==> src/rtl/alu_dispatch.sv <==
// alu_dispatch: two-stage issue block in front of the ALU.
//   S1 decodes an RV32I OP / OP-IMM word, selects operands and drives the
//   ALU (alu_a/alu_b/alu_opr) straight from its registers.
//   S2 captures the ALU result and hands it to writeback over valid/ready.
// Optional feature: define ALU_DISPATCH_FWD_EN to forward in-flight results
// into the operands captured by S1 (S1 producer beats S2 producer).
module alu_dispatch #(
    parameter int XLEN = 32
) (
    input  logic            clk,
    input  logic            rst_n,
    input  logic            in_valid,
    output logic            in_ready,
    input  logic [31:0]     in_instr,
    input  logic [XLEN-1:0] in_rs1_val,
    input  logic [XLEN-1:0] in_rs2_val,
    output logic [XLEN-1:0] alu_a,
    output logic [XLEN-1:0] alu_b,
    output logic [3:0]      alu_opr,
    input  logic [XLEN-1:0] alu_result,
    output logic            out_valid,
    input  logic            out_ready,
    output logic [4:0]      out_rd,
    output logic [XLEN-1:0] out_result,
    output logic            out_illegal
);

    localparam logic [6:0] OPC_OP     = 7'b0110011;
    localparam logic [6:0] OPC_OP_IMM = 7'b0010011;
    localparam logic [6:0] F7_ZERO    = 7'b0000000;
    localparam logic [6:0] F7_ALT     = 7'b0100000;

    logic            s1_valid_r;
    logic [4:0]      s1_rd_r;
    logic            s1_illegal_r;

    logic            s1_load_s;
    logic            s2_load_s;

    logic [6:0]      opcode_s;
    logic [2:0]      f3_s;
    logic [6:0]      f7_s;
    logic [XLEN-1:0] shamt_s;
    logic [XLEN-1:0] imm_s;

    logic [XLEN-1:0] op1_s;
    logic [XLEN-1:0] op2_s;

    logic [XLEN-1:0] raw_a_s;
    logic [XLEN-1:0] raw_b_s;
    logic [3:0]      raw_opr_s;
    logic            legal_s;

    logic [XLEN-1:0] dec_a_s;
    logic [XLEN-1:0] dec_b_s;
    logic [3:0]      dec_opr_s;

    assign opcode_s = in_instr[6:0];
    assign f3_s     = in_instr[14:12];
    assign f7_s     = in_instr[31:25];
    assign shamt_s  = {{(XLEN-5){1'b0}}, in_instr[24:20]};
    assign imm_s    = {{(XLEN-12){in_instr[31]}}, in_instr[31:20]};

    // S1 can take a new entry when it is empty or its entry moves on to S2.
    assign in_ready  = rst_n & (~s1_valid_r | ~out_valid | out_ready);
    assign s1_load_s = in_valid & in_ready;
    assign s2_load_s = s1_valid_r & (~out_valid | out_ready);

`ifdef ALU_DISPATCH_FWD_EN
    logic [4:0] rs1_idx_s;
    logic [4:0] rs2_idx_s;
    logic       s1_fwd_ok_s;
    logic       s2_fwd_ok_s;

    assign rs1_idx_s   = in_instr[19:15];
    assign rs2_idx_s   = in_instr[24:20];
    assign s1_fwd_ok_s = s1_valid_r & ~s1_illegal_r;
    assign s2_fwd_ok_s = out_valid & ~out_illegal;

    // rs1 operand: youngest legal in-flight producer wins, x0 never forwards.
    always_comb begin
        op1_s = in_rs1_val;
        if ((rs1_idx_s != 5'd0) && s1_fwd_ok_s && (s1_rd_r == rs1_idx_s)) begin
            op1_s = alu_result;
        end else if ((rs1_idx_s != 5'd0) && s2_fwd_ok_s && (out_rd == rs1_idx_s)) begin
            op1_s = out_result;
        end else begin
            op1_s = in_rs1_val;
        end
    end

    // rs2 operand: same priority as rs1.
    always_comb begin
        op2_s = in_rs2_val;
        if ((rs2_idx_s != 5'd0) && s1_fwd_ok_s && (s1_rd_r == rs2_idx_s)) begin
            op2_s = alu_result;
        end else if ((rs2_idx_s != 5'd0) && s2_fwd_ok_s && (out_rd == rs2_idx_s)) begin
            op2_s = out_result;
        end else begin
            op2_s = in_rs2_val;
        end
    end
`else
    // Source-register index bits only matter when forwarding is built in.
    logic unused_rs1_idx_s;
    assign unused_rs1_idx_s = ^in_instr[19:15];
    assign op1_s = in_rs1_val;
    assign op2_s = in_rs2_val;
`endif

    // Decode opcode/funct fields into operands, opr code and legality.
    always_comb begin
        raw_a_s   = op1_s;
        raw_b_s   = op2_s;
        raw_opr_s = {f7_s[5], f3_s};
        legal_s   = 1'b0;
        case (opcode_s)
            OPC_OP: begin
                raw_b_s   = op2_s;
                raw_opr_s = {f7_s[5], f3_s};
                legal_s   = (f7_s == F7_ZERO) ||
                            ((f7_s == F7_ALT) && ((f3_s == 3'b000) || (f3_s == 3'b101)));
            end
            OPC_OP_IMM: begin
                case (f3_s)
                    3'b001: begin
                        raw_b_s   = shamt_s;
                        raw_opr_s = 4'b0001;
                        legal_s   = (f7_s == F7_ZERO);
                    end
                    3'b101: begin
                        raw_b_s   = shamt_s;
                        raw_opr_s = {f7_s[5], 3'b101};
                        legal_s   = (f7_s == F7_ZERO) || (f7_s == F7_ALT);
                    end
                    default: begin
                        raw_b_s   = imm_s;
                        raw_opr_s = {1'b0, f3_s};
                        legal_s   = 1'b1;
                    end
                endcase
            end
            default: begin
                legal_s = 1'b0;
            end
        endcase
    end

    // Illegal encodings still flow down the pipe, but as a harmless 0+0.
    always_comb begin
        dec_a_s   = {XLEN{1'b0}};
        dec_b_s   = {XLEN{1'b0}};
        dec_opr_s = 4'b0000;
        if (legal_s) begin
            dec_a_s   = raw_a_s;
            dec_b_s   = raw_b_s;
            dec_opr_s = raw_opr_s;
        end else begin
            dec_a_s   = {XLEN{1'b0}};
            dec_b_s   = {XLEN{1'b0}};
            dec_opr_s = 4'b0000;
        end
    end

    // Stage 1: capture decoded entry on input handshake, empty when it drains.
    always_ff @(posedge clk or negedge rst_n) begin
        if (!rst_n) begin
            s1_valid_r   <= 1'b0;
            alu_a        <= {XLEN{1'b0}};
            alu_b        <= {XLEN{1'b0}};
            alu_opr      <= 4'b0000;
            s1_rd_r      <= 5'd0;
            s1_illegal_r <= 1'b0;
        end else if (s1_load_s) begin
            s1_valid_r   <= 1'b1;
            alu_a        <= dec_a_s;
            alu_b        <= dec_b_s;
            alu_opr      <= dec_opr_s;
            s1_rd_r      <= in_instr[11:7];
            s1_illegal_r <= ~legal_s;
        end else if (s2_load_s) begin
            s1_valid_r   <= 1'b0;
        end else begin
            s1_valid_r   <= s1_valid_r;
        end
    end

    // Stage 2: capture ALU result; hold while writeback stalls.
    always_ff @(posedge clk or negedge rst_n) begin
        if (!rst_n) begin
            out_valid   <= 1'b0;
            out_rd      <= 5'd0;
            out_result  <= {XLEN{1'b0}};
            out_illegal <= 1'b0;
        end else if (s2_load_s) begin
            out_valid   <= 1'b1;
            out_rd      <= s1_rd_r;
            out_result  <= s1_illegal_r ? {XLEN{1'b0}} : alu_result;
            out_illegal <= s1_illegal_r;
        end else if (out_ready) begin
            out_valid   <= 1'b0;
        end else begin
            out_valid   <= out_valid;
        end
    end

endmodule

==> config.mk <==
export PLATFORM = sky130hd
export DESIGN_NAME = alu_dispatch
export DESIGN_NICKNAME = d
export VERILOG_FILES = /design/src/rtl/alu_dispatch.sv
export SDC_FILE = /design/constraint.sdc
export NUM_CORES = 1
export LEC_CHECK = 0
export ABC_CLOCK_PERIOD_IN_PS = 1420
export CAP_MARGIN = 20
export CORE_UTILIZATION = 35
export CTS_CLUSTER_DIAMETER = 150
export DETAILED_ROUTE_END_ITERATION = 10
export GPL_TIMING_DRIVEN = 0
export MAX_ROUTING_LAYER = met4
export PLACE_DENSITY = 0.73
export SLEW_MARGIN = 20
export SYNTH_ARGS = -nofsm -noshare
export SYNTH_HDL_FRONTEND = slang
export SYNTH_SLANG_ARGS = --single-unit
export TNS_END_PERCENT = 20
==> constraint.sdc <==
create_clock -name clk -period 1.42 [get_ports clk]
set_input_delay 0.284 -clock clk [delete_from_list [all_inputs] [get_ports clk]]
set_output_delay 0.284 -clock clk [all_outputs]
set_load 0.01 [all_outputs]
==> flow_summary.yaml, run 1 <==
worst_setup_path:
  rr_endpoint: "s1_illegal_r$_DFFE_PN0P_"
  r2r-start: "s1_valid_r$_DFFE_PN0P_"
  crit_fanout: 7
  ff2ff_path_depth: 6
  cp-end-kind: "flip-flop"
  path_class: "reg2reg"
  crit_end: "s1_illegal_r$_DFFE_PN0P_"
  startpoint: "s1_valid_r$_DFFE_PN0P_"
  cp.required_ns: 1.70
  cp.arrival_ns: 1.85
  rrSetupSlack_ns: -0.15
  worstSetupStartpointType: "flip-flop"
status:
  violations: "hold timing, setup timing"
  status: "complete, but fails checks"
synthesis:
  yosysWarnings: 0
  ys_seq_area_share_pct: 56.52
  netlist_instances: 506
  yosysTopAreaCell: "dfrtp_1"
  synthTopCellsByArea: "dfrtp_1 57%, o31ai_1 8.8%, nand2_1 8.7%"
  avgSynthCellArea_um2: 9.975
  netlist.area_leader.share_pct: 56.52
  synthesis.nets: 638
  ys_ff_latch: 114
  synthesis.area_um2: 5047
  yosysUniqueCellTypes: 25
timing:
  worst_slew_pin_slew_ns: 0.4742
  setup_ws_ns: -0.1496
  fmax_ghz: 0.6371
  setup_violations: 75
  fin_hold_ws_ns: -0.2419
  rsz0062_at_grt: "true"
  min_period_ns: 1.570
  clock_skew_ns: 0.008098
  timing.slew.headroom_pct: 68.38
  hold_violations: 55
  final_max_slew_viol_count: 0
  finalCritPeriodShare_pct: 110.5
floorplanning:
  die_h_um: 122.1
  io_pins: 240
  die_w_um: 122.1
  initial_core_util_pct: 36.08
  core-area_um2: 13990
  die-area_um2: 14900
  rows: 43
global_routing:
  grt_use_met3_pct: 5.103
  grtUsageMet1_pct: 26.65
  overflow: 0
  grt_pass1_vias: 4942
  met2_usage_pct: 36.76
  busiest_layer: "met2"
  grt_max_degree: 58
  track_usage_pct: 22.19
  antenna_found_initial: 1
  grt_pass1_wl_um: 24450
detailed_routing:
  firstDrtPassIters: 5
  ant_nets: 0
  avgViaCountPerCell: 4.917
  wl_per_cell_um: 16.83
  finalWirelength_um: 16210
  drc: 0
  drtIter0Drc: 270
  vias: 4735
power:
  p_comb_share_pct: 11.7
  p_sw_mw: 1.949
  power.density_nw_per_um2: 1015
  vdd_ir_drop_max_uv: 760.1
  p_leak_nw: 4.492
  intPower_mw: 6.884
  p_sw_share_pct: 22.07
  p_seq_share_pct: 38.3
  p_clk_share_pct: 50.1
layout:
  mostFrequentLayoutCells: "117 x clkdlybuf4s50_1, 115 x nand2_1, 114 x dfrtp_1, 110 x dlygate4sd2_1, 36 x inv_1"
  final_common_cell: "clkdlybuf4s50_1"
  drive_above_1_share_pct: 16.77
  syn_to_final_growth_pct: 72.36
  fin_nets: 902
  final_util_pct: 62.19
flow_run:
  drv_cap: 0
place:
  dp_hpwl_um: 11540
  portBuffers: 234
  gp_congestion: 0.8147
hold_path:
  holdCritPathClass: "in2async"
clock_tree:
  clock_latency_ns: 0.40
  clock_path_buffers: 2
  cts.sinks: 114
  cts_tree: "yes"
  h-tree-depth: 4
  root_buffer: "clkbuf_16"
  path_clk_slew_ns: 0.05
  cts_inserted_buffers: 17
cell families (layout without fill, tap and decap cells):
logic type             count (synthesis)  after routing  synth area share [%]
AOI/OAI and AO/OA                    126            126                 17.97
and+or+nand+nor                      172            172                 15.84
DFF                                  114            114                 56.52
other                                  0              2                     0
buffers and inverters                 77            352                 6.148
muxes                                 17             17                 3.520
worst max-delay path, cell delays in order, from the launching register on:
cell and delay [ns]:
dfrtp_1 0.39, nand3b_1 0.17, and3_4 0.25, nand3b_4 0.17, buf_8 0.19, buf_12 0.14
o22a_1 0.15
area by class of cell:
type | count | area, um^2
Antenna cell | 2 | 5.005
Buffer | 39 | 276.5
Clock buffer | 20 | 456.7
Clock inverter | 10 | 158.9
Fill cell | 1181 | 5289
Inverter | 36 | 135.1
Multi-Input combinational cell | 315 | 2191
Sequential cell | 114 | 2853
Tap cell | 180 | 225.2
Timing Repair Buffer | 247 | 2399
per-stage QoR:
| stage | std cells | cell area, um^2 | setup TNS (ns) | setup WS, ns | power, mW |
|---|---|---|---|---|---|
| after global routing | 962 | 8697 | -13.51 | -0.2161 | 9.161 |
| final | 963 | 8700 | -6.219 | -0.1496 | 8.833 |
| after global placement | 920 | 7636 | -856.83 | -4.827 | 4.388 |
| after floorplan | 506 | 5069 | -0.8590 | -0.04957 | 3.745 |
| after CTS | 961 | 8422 | -8.952 | -0.2062 | 8.882 |
| after detailed placement | 921 | 7665 | -83.02 | -1.136 | 4.417 |
flip-flops by register name, summed over array words and instances (netlist names), 4 cells and up:
signal,count
alu_a,32
alu_b,32
alu_opr,4
out_rd,5
out_result,32
s1_rd_r,5
worst min path at each step:
stage                                   endpoint  slack, ns  cells after the start
final                      out_rd[3]$_DFFE_PN0P_      -0.24                      1
after global routing      s1_rd_r[1]$_DFFE_PN0P_      -0.24                      1
after CTS                  out_rd[3]$_DFFE_PN0P_      -0.24                      1
after detailed placement   out_rd[3]$_DFFE_PN0P_       0.28                      1
after global placement    s1_rd_r[4]$_DFFE_PN0P_       0.46                      2
after floorplan             alu_a[0]$_DFFE_PN0P_      -0.01                      0
what timing repair did:
action / CTS / global route
setup endpoints to repair: 193 / 113
hold endpoints to repair: 55 / 55
resized for setup: 157 / 89
buffers inserted: 8 / 2
cloned: 3 / 0
pin swaps: 6 / 11
power by group through the flow:
stage | registers (mW) | clock network (mW) | logic, mW
floorplan | 3.46 | 0 | 0.284
global placement | 3.43 | 0 | 0.954
detailed placement | 3.44 | 0 | 0.980
CTS | 3.38 | 4.51 | 0.992
global route | 3.39 | 4.66 | 1.12
finish | 3.38 | 4.42 | 1.03
Yosys cell counts, drive strengths merged:
cell,count
o31ai,68
nand3,2
mux2,6
clkbuf,29
nor4,1
nand3b,2
buf,12
nor4b,1
a22oi,22
nand2b,35
nor2,2
a21boi,1
o21ai,34
dfrtp,114
o22a,1
and2,7
and3,3
nand4,1
inv,36
mux2i,11
nand2,117
nor2b,1
per-layer routing:
layer / routed length (um) / part of all wire, % / up-vias
li1: - / - / 2261
met5: 0 / 0 / -
met2: 8215 / 51 / 171
met3: 986 / 6.1 / 6
met1: 6948 / 43 / 2297
met4: 61 / 0.38 / 0
Note: power is estimated with default switching activity, not from simulation.
==> run 2: changes to the inputs <==
--- a/config.mk
+++ b/config.mk
@@ -10,11 +10,12 @@
 export CORE_UTILIZATION = 35
 export CTS_CLUSTER_DIAMETER = 150
 export DETAILED_ROUTE_END_ITERATION = 10
+export DONT_BUFFER_PORTS = 1
 export GPL_TIMING_DRIVEN = 0
 export MAX_ROUTING_LAYER = met4
-export PLACE_DENSITY = 0.73
+export PLACE_DENSITY = 0.55
 export SLEW_MARGIN = 20
 export SYNTH_ARGS = -nofsm -noshare
 export SYNTH_HDL_FRONTEND = slang
 export SYNTH_SLANG_ARGS = --single-unit
-export TNS_END_PERCENT = 20
+export TNS_END_PERCENT = 30
==> flow_summary.yaml, run 2 (synthesized netlist as in run 1, its figures left out) <==
worst_setup_path:
  path_class: "reg2reg"
  r2r-start: "out_valid$_DFFE_PN0P_"
  worstSetupStartpointType: "flip-flop"
  ff2ff_path_depth: 6
  max_stage_delay_ns: 0.43
  cp-end-kind: "flip-flop"
  cp.required_ns: 1.74
  path_buf_inv: 2
  path_cells: "nand3b_1 -> and3_4 -> nand3b_4 -> buf_8 -> buf_12 -> o31ai_4"
  rrSetupSlack_ns: -0.15
  crit_fanout: 10
  rr_endpoint: "alu_a[28]$_DFFE_PN0P_"
  cp.arrival_ns: 1.89
  slowest_stage: "dfrtp_2"
  crit_family: "simple AND/OR/NAND/NOR gates"
detailed_routing:
  avgViaCountPerCell: 5.219
  vias: 3888
  drtIter0Drc: 143
  finalWirelength_um: 13990
  drc: 0
  firstDrtPassIters: 4
  wl_per_cell_um: 18.77
  ant_nets: 0
timing:
  fin_hold_ws_ns: -0.4286
  setup_violations: 70
  fmax_ghz: 0.6369
  worst_slew_pin_slew_ns: 0.5654
  finalCritPeriodShare_pct: 110.6
  final_max_slew_viol_count: 0
  rsz0062_at_grt: "true"
  setup_ws_ns: -0.1501
  clock_skew_ns: 0.009778
  hold_violations: 114
  timing.slew.headroom_pct: 62.31
  min_period_ns: 1.570
power:
  p_leak_nw: 3.050
  intPower_mw: 6.459
  power.density_nw_per_um2: 1274
  p_total_mw: 8.226
  vdd_ir_drop_max_uv: 793.0
  p_clk_share_pct: 52.4
  p_sw_mw: 1.767
  p_comb_share_pct: 5.9
  p_seq_share_pct: 41.7
  p_sw_share_pct: 21.48
place:
  placed_cells: 686
  dp_hpwl_um: 9854
  portBuffers: 0
  gp_congestion: 0.7531
layout:
  mostFrequentLayoutCells: "113 x nand2_1, 113 x dfrtp_1, 40 x o31ai_1, 36 x inv_1, 35 x nand2b_1"
  reg_top3: "alu_a x32, alu_b x32, out_result x32"
  n_fill_cell: 1374
  syn_to_final_growth_pct: 27.89
  final_util_pct: 46.14
  antennaDiodeCount: 0
  fin_nets: 686
  seqCellArea_um2: 2854
  fin_cells: 745
  drive_above_1_share_pct: 17.88
  multi_input_area_um2: 2092
floorplanning:
  initial_core_util_pct: 36.08
  die_w_um: 122.1
  core-area_um2: 13990
  die_h_um: 122.1
  die-area_um2: 14900
  io_pins: 240
  rows: 43
hold_path:
  holdCritPathClass: "in2async"
status:
  violations: "hold timing, setup timing"
  status: "complete, but fails checks"
global_routing:
  overflow: 0
  grt_pass1_wl_um: 21490
  grt_pass1_vias: 4099
  grt_max_degree: 118
  track_usage_pct: 19.74
  antenna_found_initial: 0
clock_tree:
  cts.sinks: 114
  cts_tree: "yes"
  root_buffer: "clkbuf_16"
  h-tree-depth: 4
  clock_path_buffers: 2
  clock_latency_ns: 0.41
  cts_inserted_buffers: 17
  path_clk_slew_ns: 0.05
  ctsHoldBuffers: 24
flow_run:
  drv_cap: 0
-- run 2: cell types whose count changed in the layout (fill, tap and decap cells not counted), sizes merged, moves of 5 or more --
cell	previous run	this run
dlymetal6s2s	5	0
buf	30	21
dlygate4sd2	110	0
dlygate4sd3	0	24
clkbuf	43	50
clkdlybuf4s50	117	0
-- run 2: area by class of cell --
class                           count  share of cell area (%)
Buffer                             40                   3.838
Clock buffer                       25                   7.676
Clock inverter                      5                   1.551
Inverter                           36                   2.093
Multi-Input combinational cell    315                   32.41
Sequential cell                   114                   44.21
Tap cell                          180                   3.489
Timing Repair Buffer               30                   4.730
-- run 2: repair_timing --
item,in CTS,in global routing
setup endpoints to repair,86,109
setup buffers,5,0
cloned,1,0
pin swaps,5,10
gates resized for setup,40,34
endpoints found under the hold margin,138,114
-- run 2: power groups by stage --
stage                     logic, mW  clock network, mW  registers [mW]
after global routing          0.539               4.55            3.44
final                         0.484               4.31            3.43
after detailed placement      0.376                  0            3.49
after floorplan               0.284                  0            3.46
after CTS                     0.473               4.42            3.43
after global placement        0.363                  0            3.48
-- run 2: worst register-to-register path: cells and delay by family, from the launching register on --
family	cells	cell delay (ns)
buf+inv	2	0.32
simple gates	3	0.55
flops	1	0.43
compound gates	1	0.18
-- run 2: stage by stage --
| step | TNS [ns] | cell area [um^2] | worst slack, ns |
|---|---|---|---|
| 2_1_floorplan | -0.8590 | 5069 | -0.04957 |
| 3_3_place_gp | -34.81 | 5294 | -0.5409 |
| 3_5_place_dp | -37.03 | 5294 | -0.5680 |
| 4_1_cts | -10.66 | 6329 | -0.1958 |
| 5_1_grt | -14.86 | 6455 | -0.2485 |
| 6_report | -6.223 | 6455 | -0.1501 |
-- run 2: worst max path at each step --
| stage | slack (ns) | cells past startpoint | start | to |
|---|---|---|---|---|
| floorplan | -0.05 | 7 | in_instr[3] | s1_illegal_r$_DFFE_PN0P_ |
| global placement | -0.54 | 6 | out_valid$_DFFE_PN0P_ | alu_b[28]$_DFFE_PN0P_ |
| detailed placement | -0.57 | 6 | in_instr[14] | s1_illegal_r$_DFFE_PN0P_ |
| CTS | -0.20 | 7 | out_valid$_DFFE_PN0P_ | alu_opr[1]$_DFFE_PN0P_ |
| global route | -0.25 | 6 | in_instr[14] | s1_illegal_r$_DFFE_PN0P_ |
| finish | -0.15 | 6 | out_valid$_DFFE_PN0P_ | alu_a[28]$_DFFE_PN0P_ |
-- run 2: routing by layer --
metal / vias up / track usage [%] / part of all wire [%]
li1: 1814 / - / -
met2: 185 / 32.38 / 50
met1: 1863 / 21.10 / 38
met3: 26 / 7.912 / 10
met5: - / - / 0
met4: 0 / 8.232 / 1.9
==> edit, RTL diff (settings of run 1) <==
Set the parameter `XLEN` to 28 (it was 32).
--- a/src/rtl/alu_dispatch.sv
+++ b/src/rtl/alu_dispatch.sv
@@ -5,7 +5,7 @@
 // Optional feature: define ALU_DISPATCH_FWD_EN to forward in-flight results
 // into the operands captured by S1 (S1 producer beats S2 producer).
 module alu_dispatch #(
-    parameter int XLEN = 32
+    parameter int XLEN = 28
 ) (
     input  logic            clk,
     input  logic            rst_n,
Ports: changed (6 resized); port bits go from 240 to 216. The function was not compared with the original's and may differ.
==> edit against run 1 <==
- the run still ends with hold timing, setup timing left
- setup slack better by 0.022 ns
- sequential cell count shrank 12
- area after synthesis shrank 4.3%
- design area fell by 7.3%
- non-clock buffer count fell by 26
- power fell by 26%
- wire length fell by 9.5%
- critical path type unchanged
- largest power group is now sequential cells
==> edit: results (changes against run 1) <==
- Post-DR wirelength/cell: 16.9 um (was 16.8 um)
- Largest net degree at the start of global routing: 60 (was 58)
- CTS clk-pin slew, worst paths: 0.07 ns (was 0.05 ns)
- Post-DP HPWL: 10400 um (was 11500 um)
- Via-per-instance ratio: 4.90 (was 4.92)
- Critical-path maximum fanout: 10 (was 7)
- Top area cells in the synthesized netlist: dfrtp_1, o31ai_2, nand2_1, nand2b_1, o21ai_0 (was dfrtp_1, o31ai_1, nand2_1, nand2b_1, o21ai_0)
- RR Startpoint: out_valid (was s1_valid_r)
- R2R Path End: alu_a[9] (was s1_illegal_r)
- Final setup viols: 66 (was 75)
- Top flop regs: alu_a (28), alu_b (28), out_result (28) (was alu_a (32), alu_b (32), out_result (32))
- M3 GR Usage: 5.36% (was 5.10%)
- First drt pass iteration count: 6 (was 5)
- Seq/Total Area, Yosys: 52.8% (was 56.5%)
- Synth Area in XOR/XNOR: 0% (unchanged)
- Yosys cell types: 26 (was 25)
- Final worst slack: -0.127 ns (was -0.150 ns)
- Async SR Flop Fraction: 100% (unchanged)
- All-Layer GR Usage: 21.4% (was 22.2%)
- Failing checks: hold timing, setup timing (unchanged)
- Hold Slack: -0.195 ns (was -0.242 ns)
- Ant diodes: 0 (was 2)
- Final Skew: 0.0106 ns (was 0.00810 ns)
- Drt first-iter violations: 194 (was 270)
- Cell depth of the worst flop-to-flop path: 7 (was 6)
- Synth Area in Compound Gates: 21.7% (was 18.0%)
- CTS buffer count: 9 (was 17)
- Vias in the first global route: 4348 (was 4942)
- Wire length on met1: 6150 um (was 6950 um)
- Leakage power: 4.05 nW (was 4.49 nW)
- Met2 Resource Use GR: 34.2% (was 36.8%)
- Nets: 808 (was 902)
- Clock Latency Late Sink: 0.36 ns (was 0.40 ns)
- Met1 Use GR: 26.2% (was 26.7%)
- Met2 wire length: 7280 um (was 8220 um)
- First-pass GRT wire length: 22800 um (was 24500 um)
- Met3 routed WL: 1060 um (was 986 um)
- Post-synth net total: 573 (was 638)
- Antenna violations before repair: 0 (was 1)
- Data arrival at the endpoint of the critical path: 1.81 ns (was 1.85 ns)
- Yosys warnings: 0 (unchanged)
- Slew Limit Headroom: 68.8% (was 68.4%)
- Mux share of post-synthesis cell area: 3.68% (was 3.52%)
- Post-synth top cells: nand2_1, dfrtp_1, o31ai_2, inv_1, nand2b_1 (was nand2_1, dfrtp_1, o31ai_1, inv_1, nand2b_1)
- Fin. Hold Viols: 57 (was 55)
- Outcome: finished with violations (unchanged)
- Final GP Congestion: 0.880 (was 0.815)
- PortBufs: 210 (was 234)
- Worst hold path type: primary input to asynchronous set/reset pin (unchanged)
- Maximum VDD drop: 512 uV (was 760 uV)
- CTS H-Tree Depth: 3 (was 4)
- Layout cell share with drive strength beyond 1: 20.1% (was 16.8%)
## edit: logic make-up (layout without fill, tap and decap cells)
group | count (synthesis) | in the layout
AO/OA/AOI/OAI | 110 | 110
buffers and inverters | 68 | 308
flip-flops | 102 | 102
multiplexers | 17 | 17
AND/OR/NAND/NOR | 156 | 156
## edit: report_power, final
group / switching, W / internal (W) / leakage (nW)
Clock: 0.00110 / 0.00137 / 0.144
Combinational: 0.000487 / 0.000512 / 2.51
Sequential: 0.0000392 / 0.00299 / 1.40
## edit: how the worst max path moves through the flow
stage / from / end / slack (ns) / cells after the start
after floorplan: in_instr[3] / alu_b[0] / -0.02 / 6
after global placement: rst_n / alu_b[18] / -4.58 / 6
after detailed placement: rst_n / alu_b[17] / -0.82 / 7
after CTS: out_valid / alu_b[14] / -0.14 / 7
after global routing: out_valid / alu_a[9] / -0.20 / 7
final: out_valid / alu_a[9] / -0.13 / 7
## edit: timing repair
item	4_1_cts	5_1_grt
cloned	3	1
setup buffers	9	0
gates resized for setup	169	42
pin swaps	16	16
endpoints found under the hold margin	57	57
endpoints found under the setup margin	186	93
## edit: final cells by class
class | instances | area (um^2)
buffer | 36 | 344
clock buffer | 11 | 233
clock inverter | 5 | 57.6
fill | 1160 | 5280
inverter | 32 | 120
multi-input combinational | 283 | 2330
sequential | 102 | 2550
tap | 176 | 220
timing repair buffer | 224 | 2210
## edit: through the flow
step	worst slack, ns	TNS [ns]	hold WS (ns)	std cells	area (um^2)
floorplan	-0.0229	-0.539	-0.0116	453	4850
global placement	-4.58	-704.00	0.458	839	7170
detailed placement	-0.820	-66.09	0.296	840	7200
CTS	-0.143	-5.87	-0.183	868	7800
global route	-0.195	-10.86	-0.170	869	8070
finish	-0.127	-5.17	-0.195	869	8070
